===== config.mk =====
export PLATFORM = sky130hd
export DESIGN_NAME = spi_slave_bus_sequencer_flat
export DESIGN_NICKNAME = d
export VERILOG_FILES = /design/src/rtl/spi_slave_bus_sequencer_if.sv /design/src/rtl/spi_slave_bus_sequencer.sv /design/src/flat_wrapper.sv
export SDC_FILE = /design/constraint.sdc
export NUM_CORES = 1
export LEC_CHECK = 0
export CORE_UTILIZATION = 40
export CTS_BUF_LIST = sky130_fd_sc_hd__clkbuf_16
export CTS_CLUSTER_SIZE = 16
export DETAILED_ROUTE_END_ITERATION = 10
export HOLD_SLACK_MARGIN = 0.03
export PLACE_DENSITY = 0.67
export SLEW_MARGIN = 15
export SYNTH_ARGS = -nofsm -noshare
export SYNTH_HDL_FRONTEND = slang
export SYNTH_SLANG_ARGS = --single-unit
export TNS_END_PERCENT = 50

===== constraint.sdc =====
create_clock -name axi_aclk -period 6.8 [get_ports axi_aclk]
set_clock_uncertainty 0.05 [all_clocks]
set_input_delay 1.36 -clock axi_aclk [delete_from_list [all_inputs] [get_ports axi_aclk]]
set_output_delay 1.36 -clock axi_aclk [all_outputs]
set_load 0.01 [all_outputs]

===== src/rtl/spi_slave_bus_sequencer_if.sv =====
// Single-word bus-master port between the SPI slave sequencer and the system bus.
interface spi_slave_bus_sequencer_if #(
    parameter int unsigned ADDR_WIDTH = 32
);
    logic                  bus_req;
    logic                  bus_we;
    logic [ADDR_WIDTH-1:0] bus_addr;
    logic [31:0]           bus_wdata;
    logic [3:0]            bus_be;
    logic                  bus_gnt;
    logic                  bus_rvalid;
    logic [31:0]           bus_rdata;
    logic                  bus_err;

    modport master (
        output bus_req, bus_we, bus_addr, bus_wdata, bus_be,
        input  bus_gnt, bus_rvalid, bus_rdata, bus_err
    );

    modport slave (
        input  bus_req, bus_we, bus_addr, bus_wdata, bus_be,
        output bus_gnt, bus_rvalid, bus_rdata, bus_err
    );
endinterface


===== src/rtl/spi_slave_bus_sequencer.sv =====
// Turns SPI address/command words plus data streams into single-word bus transactions,
// with read prefetch into a small return buffer and clean drain on chip-select release.
module spi_slave_bus_sequencer #(
    parameter int unsigned RD_BUF_DEPTH = 4,
    parameter int unsigned ADDR_WIDTH   = 32
) (
    input  logic                  axi_aclk,
    input  logic                  axi_aresetn,
    input  logic                  cmd_valid,
    output logic                  cmd_ready,
    input  logic [ADDR_WIDTH-1:0] cmd_addr,
    input  logic                  cmd_rd_wr,
    input  logic [15:0]           wrap_length,
    input  logic                  xfer_end,
    input  logic                  wdata_valid,
    output logic                  wdata_ready,
    input  logic [31:0]           wdata,
    output logic                  rdata_valid,
    input  logic                  rdata_ready,
    output logic [31:0]           rdata,
    spi_slave_bus_sequencer_if.master bus,
    output logic                  txn_err,
    output logic                  busy
);
    localparam int unsigned PTR_W = $clog2(RD_BUF_DEPTH);
    localparam int unsigned CNT_W = PTR_W + 1;
    localparam int unsigned SUM_W = CNT_W + 1;

    typedef enum logic [1:0] {S_IDLE, S_WRITE, S_READ, S_DRAIN} state_t;

    state_t                state;
    state_t                state_nxt;
    logic [ADDR_WIDTH-1:0] base;
    logic [15:0]           idx;
    logic [15:0]           idx_inc;
    logic [15:0]           wrap_len;
    logic [CNT_W-1:0]      outstanding;
    logic [CNT_W-1:0]      buf_count;
    logic [PTR_W-1:0]      rd_ptr;
    logic [PTR_W-1:0]      wr_ptr;
    logic [31:0]           buf_mem [RD_BUF_DEPTH];

    logic                  req;
    logic                  we;
    logic [31:0]           wdata_bus;
    logic                  cmd_take;
    logic                  gnt_take;
    logic                  rd_gnt;
    logic                  rsp_take;
    logic                  push;
    logic                  pop;

    // Next-state and combinational handshake outputs
    always_comb begin
        state_nxt   = state;
        cmd_ready   = 1'b0;
        cmd_take    = 1'b0;
        wdata_ready = 1'b0;
        rdata_valid = 1'b0;
        req         = 1'b0;
        we          = 1'b0;
        wdata_bus   = 32'd0;
        unique case (state)
            S_IDLE: begin
                cmd_ready = 1'b1;
                if (cmd_valid) begin
                    cmd_take  = 1'b1;
                    state_nxt = cmd_rd_wr ? S_READ : S_WRITE;
                end
            end
            S_WRITE: begin
                req         = wdata_valid;
                we          = 1'b1;
                wdata_bus   = wdata;
                wdata_ready = bus.bus_gnt & wdata_valid;
                if (xfer_end) state_nxt = S_IDLE;
            end
            S_READ: begin
                // Throttle so every granted read is guaranteed a buffer slot
                req         = (SUM_W'(outstanding) + SUM_W'(buf_count)) < SUM_W'(RD_BUF_DEPTH);
                rdata_valid = buf_count != '0;
                if (xfer_end) state_nxt = S_DRAIN;
            end
            S_DRAIN: begin
                if (outstanding == '0 || (outstanding == CNT_W'(1) && bus.bus_rvalid))
                    state_nxt = S_IDLE;
            end
            default: state_nxt = S_IDLE;
        endcase
    end

    assign gnt_take  = req & bus.bus_gnt;
    assign rd_gnt    = gnt_take & (state == S_READ);
    assign rsp_take  = bus.bus_rvalid & (outstanding != '0) & ((state == S_READ) | (state == S_DRAIN));
    assign push      = rsp_take & (state == S_READ);
    assign pop       = rdata_valid & rdata_ready;
    assign idx_inc   = (wrap_len != 16'd0 && idx == wrap_len - 16'd1) ? 16'd0 : idx + 16'd1;

    assign bus.bus_req   = req;
    assign bus.bus_we    = we;
    assign bus.bus_wdata = wdata_bus;
    assign bus.bus_be    = 4'hF;
    assign bus.bus_addr  = base + ADDR_WIDTH'({idx, 2'b00});
    assign rdata         = rdata_valid ? buf_mem[rd_ptr] : 32'd0;
    assign busy          = state != S_IDLE;

    always_ff @(posedge axi_aclk) begin
        if (!axi_aresetn) begin
            state       <= S_IDLE;
            base        <= '0;
            idx         <= '0;
            wrap_len    <= '0;
            outstanding <= '0;
            buf_count   <= '0;
            rd_ptr      <= '0;
            wr_ptr      <= '0;
            txn_err     <= 1'b0;
        end else begin
            state <= state_nxt;
            if (cmd_take) begin
                base     <= cmd_addr & ~ADDR_WIDTH'(3);
                idx      <= '0;
                wrap_len <= wrap_length;
                txn_err  <= 1'b0;
            end
            if (gnt_take) idx <= idx_inc;
            unique case ({rd_gnt, rsp_take})
                2'b10:   outstanding <= outstanding + CNT_W'(1);
                2'b01:   outstanding <= outstanding - CNT_W'(1);
                default: ;
            endcase
            if (rsp_take && bus.bus_err) txn_err <= 1'b1;
            // Abandoned transfer: drop anything buffered, late responses are discarded
            if (state == S_DRAIN) begin
                buf_count <= '0;
                rd_ptr    <= '0;
                wr_ptr    <= '0;
            end else begin
                if (push) wr_ptr <= wr_ptr + PTR_W'(1);
                if (pop)  rd_ptr <= rd_ptr + PTR_W'(1);
                unique case ({push, pop})
                    2'b10:   buf_count <= buf_count + CNT_W'(1);
                    2'b01:   buf_count <= buf_count - CNT_W'(1);
                    default: ;
                endcase
            end
        end
    end

    always_ff @(posedge axi_aclk) begin
        if (push) buf_mem[wr_ptr] <= bus.bus_rdata;
    end

    a_no_overflow: assert property (@(posedge axi_aclk) disable iff (!axi_aresetn)
        (push && !pop) |-> (buf_count != CNT_W'(RD_BUF_DEPTH)));

endmodule


===== src/flat_wrapper.sv =====
// flat-port wrapper written by rule: the top's interface ports become plain ports
module spi_slave_bus_sequencer_flat 
#(
    parameter int unsigned RD_BUF_DEPTH = 4,
    parameter int unsigned ADDR_WIDTH   = 32
)
  (axi_aclk, axi_aresetn, cmd_valid, cmd_ready, cmd_addr, cmd_rd_wr, wrap_length, xfer_end, wdata_valid, wdata_ready, wdata, rdata_valid, rdata_ready, rdata, txn_err, busy, bus_bus_req, bus_bus_we, bus_bus_addr, bus_bus_wdata, bus_bus_be, bus_bus_gnt, bus_bus_rvalid, bus_bus_rdata, bus_bus_err);
  spi_slave_bus_sequencer_if #(.ADDR_WIDTH(ADDR_WIDTH)) bus_i ();
  input  logic axi_aclk;
  input  logic axi_aresetn;
  input  logic cmd_valid;
  output logic cmd_ready;
  input  logic [ADDR_WIDTH-1:0] cmd_addr;
  input  logic cmd_rd_wr;
  input  logic [15:0] wrap_length;
  input  logic xfer_end;
  input  logic wdata_valid;
  output logic wdata_ready;
  input  logic [31:0] wdata;
  output logic rdata_valid;
  input  logic rdata_ready;
  output logic [31:0] rdata;
  output logic txn_err;
  output logic busy;
  output wire logic [$bits(bus_i.bus_req)-1:0] bus_bus_req;
  output wire logic [$bits(bus_i.bus_we)-1:0] bus_bus_we;
  output wire logic [$bits(bus_i.bus_addr)-1:0] bus_bus_addr;
  output wire logic [$bits(bus_i.bus_wdata)-1:0] bus_bus_wdata;
  output wire logic [$bits(bus_i.bus_be)-1:0] bus_bus_be;
  input wire logic [$bits(bus_i.bus_gnt)-1:0] bus_bus_gnt;
  input wire logic [$bits(bus_i.bus_rvalid)-1:0] bus_bus_rvalid;
  input wire logic [$bits(bus_i.bus_rdata)-1:0] bus_bus_rdata;
  input wire logic [$bits(bus_i.bus_err)-1:0] bus_bus_err;
  assign bus_bus_req = bus_i.bus_req;
  assign bus_bus_we = bus_i.bus_we;
  assign bus_bus_addr = bus_i.bus_addr;
  assign bus_bus_wdata = bus_i.bus_wdata;
  assign bus_bus_be = bus_i.bus_be;
  assign bus_i.bus_gnt = bus_bus_gnt;
  assign bus_i.bus_rvalid = bus_bus_rvalid;
  assign bus_i.bus_rdata = bus_bus_rdata;
  assign bus_i.bus_err = bus_bus_err;
  spi_slave_bus_sequencer #(.RD_BUF_DEPTH(RD_BUF_DEPTH), .ADDR_WIDTH(ADDR_WIDTH)) u_core (.axi_aclk(axi_aclk), .axi_aresetn(axi_aresetn), .cmd_valid(cmd_valid), .cmd_ready(cmd_ready), .cmd_addr(cmd_addr), .cmd_rd_wr(cmd_rd_wr), .wrap_length(wrap_length), .xfer_end(xfer_end), .wdata_valid(wdata_valid), .wdata_ready(wdata_ready), .wdata(wdata), .rdata_valid(rdata_valid), .rdata_ready(rdata_ready), .rdata(rdata), .bus(bus_i), .txn_err(txn_err), .busy(busy));
endmodule

==> reports/results.ini <==
[status]
status=completed

[floorplan]
rows=58
num_io_pins=229
die_h_um=163
fp.coreArea_sq_um=25300
die_w_um=163
start_util=0.408
die_area_sq_um=26400

[route]
vias=7438
drt_wl_total_um=23900
postRouteAntennaNets=0
drt-vias-per-instance=5.16
post-route-drc-count=0
first_iter_violations=411
wire_per_inst_um=16.5
firstDrtPassIters=5

[clock_network]
cts_root_buffer=clkbuf_16
cts_buffers=23
insertion_delay_ps=520
clock-sinks=205
postCtsSetupBuffers=0
cts_resized=0
ctsHoldBuffers=0
clk_path_buf_depth=3
htreeDepth=1
clkTransAtPathRegs_ps=60
tritoncts=yes

[timing]
postLayoutSetupSlackWorst_ps=1460
rsz0062_at_grt=false
setup_viol=0
setup_tns_ps=0
final-max-slew-violation-count=0
min_period_ps=5340
worst_pin_slew_ps=984
finalHoldViolCount=0
max_freq_mhz=187
maxSlewHeadroom=0.344
post-route-period-util=0.785

[synth]
syn_inst=887
synth_area_leader_cell=edfxtp_1
ys.warnings.count=0
synth_area_sq_um=10300
synth_edf_count=128
syn-mean-instance-area_sq_um=11.6
ys.flop_type=edfxtp_1
synth_seq_cells=205
ys_types=78
synthArstFlopShare=0
yosys.area.top_type_share=0.373
netlist_top_cells_area=edfxtp_1 37%, dfxtp_1 15%, mux4_2 7.0%
yosysSeqAreaShare=0.522

[job]
max-cap-violations=0

[critical_path]
critPathCaptureType=output pin
critical_path_class=flop to output pin
critPathMaxStageDelay_ps=560
crit_path_cell_trace=ha_1, inv_1, fa_1, nor2b_1, o31a_1, o221a_2, a2111oi_0, nor3_1, nand4_1, xnor2_1, clkdlybuf4s50_1
worst-path-buf-inv=2
crit_slowest_cell=clkdlybuf4s50_1
arrival_ps=3930
cp.required_ps=5390
worstSetupStartpointType=flop
crit_fanout=7
crit_family=simple AND/OR/NAND/NOR gates

[cells_and_area]
drive_above_1_share=0.0873
num-fill-cells=2205
area_growth_pct=30.6
final_util=0.533
fin_nets=1254
final_cells=1442

[global_route]
grt_pass1_wl_um=38100
grt_use_total=0.181
grt_max_degree=66
antenna_found_initial=0
grt_overflow=0
grt_pass1_vias=7291

[placement]
place_ws_ps=2010
dpl.cell_count=1401
dpl.hpwl_um=16400
numPortBuffers=220
globalplace.congestion=0.816

[pwr]
power.density_nw_per_um2=258
power_leakage_nw=4.75
peakVddDrop_mv=0.198

[worst_hold_path]
worstHoldPathType=flop to flop

metrics by stage:
stage          hold slack [ps]  total power [W]  instance area (sq um)
2_1_floorplan              390          0.00199                  10300
3_3_place_gp               401          0.00233                  12800
3_5_place_dp               414          0.00234                  12800
4_1_cts                    422          0.00352                  13500
5_1_grt                    445          0.00365                  13500
6_report                   418          0.00348                  13500
cells in the mapped netlist (4+ instances only):
| cell type | number |
|---|---|
| and2_1 | 81 |
| nand3_1 | 14 |
| clkbuf_1 | 27 |
| buf_4 | 9 |
| xor2_1 | 15 |
| a21o_1 | 5 |
| mux4_2 | 32 |
| nor2b_1 | 7 |
| dfxtp_1 | 77 |
| or3_1 | 6 |
| inv_1 | 25 |
| nand4b_1 | 9 |
| o21a_1 | 4 |
| nor3_1 | 8 |
| a31oi_1 | 20 |
| nor2_1 | 29 |
| xnor2_1 | 37 |
| ha_1 | 34 |
| a21oi_1 | 27 |
| buf_1 | 5 |
| and3_1 | 9 |
| a21boi_0 | 39 |
| o21ai_0 | 15 |
| nand4_1 | 4 |
| a41oi_1 | 12 |
| nand2_1 | 122 |
| edfxtp_1 | 128 |
| a211oi_1 | 7 |
kinds of logic after synthesis:
logic type / after synthesis / synth area share
adder cells (fa/ha/maj): 36 / 0.0451
AND/OR/NAND/NOR: 319 / 0.163
flip-flops: 205 / 0.522
XOR/XNOR: 52 / 0.0442
other: 2 / 0.000728
multiplexers: 33 / 0.0710
buffers and inverters: 74 / 0.0336
AO/OA/AOI/OAI: 166 / 0.120
final timing paths:
kind,from,slack [ps],end,depth (start not counted)
worst max-delay path,u_core.idx[0],1460,bus_bus_addr[30],11
worst max register to register,u_core.state[1],3360,u_core.outstanding[2],9
worst min register to register,u_core.base[11],420,u_core.base[11],2
worst min-delay path,u_core.base[11],420,u_core.base[11],2
cells in the final DEF (no fill, tap or decap), types with 4 or more instances in the layout:
cell type	n
a21oi_1	27
nor2_1	29
clkinv_2	4
clkdlybuf4s50_1	219
conb_1	6
mux4_2	32
a21boi_0	39
dfxtp_1	76
nand2_1	122
xor2_1	15
a41oi_1	12
edfxtp_1	128
nor2b_1	7
nand4b_1	9
o21ai_0	15
nor3_1	8
a21o_1	5
inv_1	29
a31oi_1	20
o21a_1	4
nand4_1	4
clkinv_1	5
buf_4	9
or3_1	6
xnor2_1	37
a211oi_1	7
nand3_1	14
and3_1	9
ha_1	34
and2_1	80
clkbuf_16	24
layer usage:
layer	GRT usage	vias up	routed length [um]
met3	0.0285	30	1310
met4	0.0404	0	372
met2	0.304	204	11300
met1	0.246	3541	10800
met5	0	-	0
li1	-	3663	-
worst reg2reg max path, delay by kind of cell, from the launching register on:
kind	cells	cell delay, ps
compound gates	3	580
fa+ha+maj	2	1180
buf+inv	1	110
flops	1	330
simple gates	3	1100
power by group:
part | internal [W] | switching (W) | leakage, nW
sequential | 0.00138 | 0.0000631 | 1.78
combinational | 0.000428 | 0.000449 | 2.61
clock | 0.000677 | 0.000486 | 0.365
total | 0.00248 | 0.000998 | 4.75
registers in the layout, indices dropped and copies added (netlist names), named ones only:
register            flops
u_core.buf_mem        128
u_core.base            30
u_core.idx             16
u_core.wrap_len        16
u_core.buf_count        3
u_core.outstanding      3
u_core.rd_ptr           2
u_core.state            2
u_core.wr_ptr           2
u_core.txn_err          1
layout make-up:
| type | count | area [sq um] | area share |
|---|---|---|---|
| Antenna cell | 1 | 2.50 | 0.000186 |
| Inverter | 25 | 93.8 | 0.00697 |
| Tap cell | 330 | 413 | 0.0307 |
| Clock inverter | 16 | 111 | 0.00827 |
| Clock buffer | 24 | 601 | 0.0446 |
| Sequential cell | 205 | 5390 | 0.400 |
| Timing Repair Buffer | 229 | 2260 | 0.168 |
| Multi-Input combinational cell | 612 | 4600 | 0.341 |
Note: power is estimated with default switching activity, not from simulation.
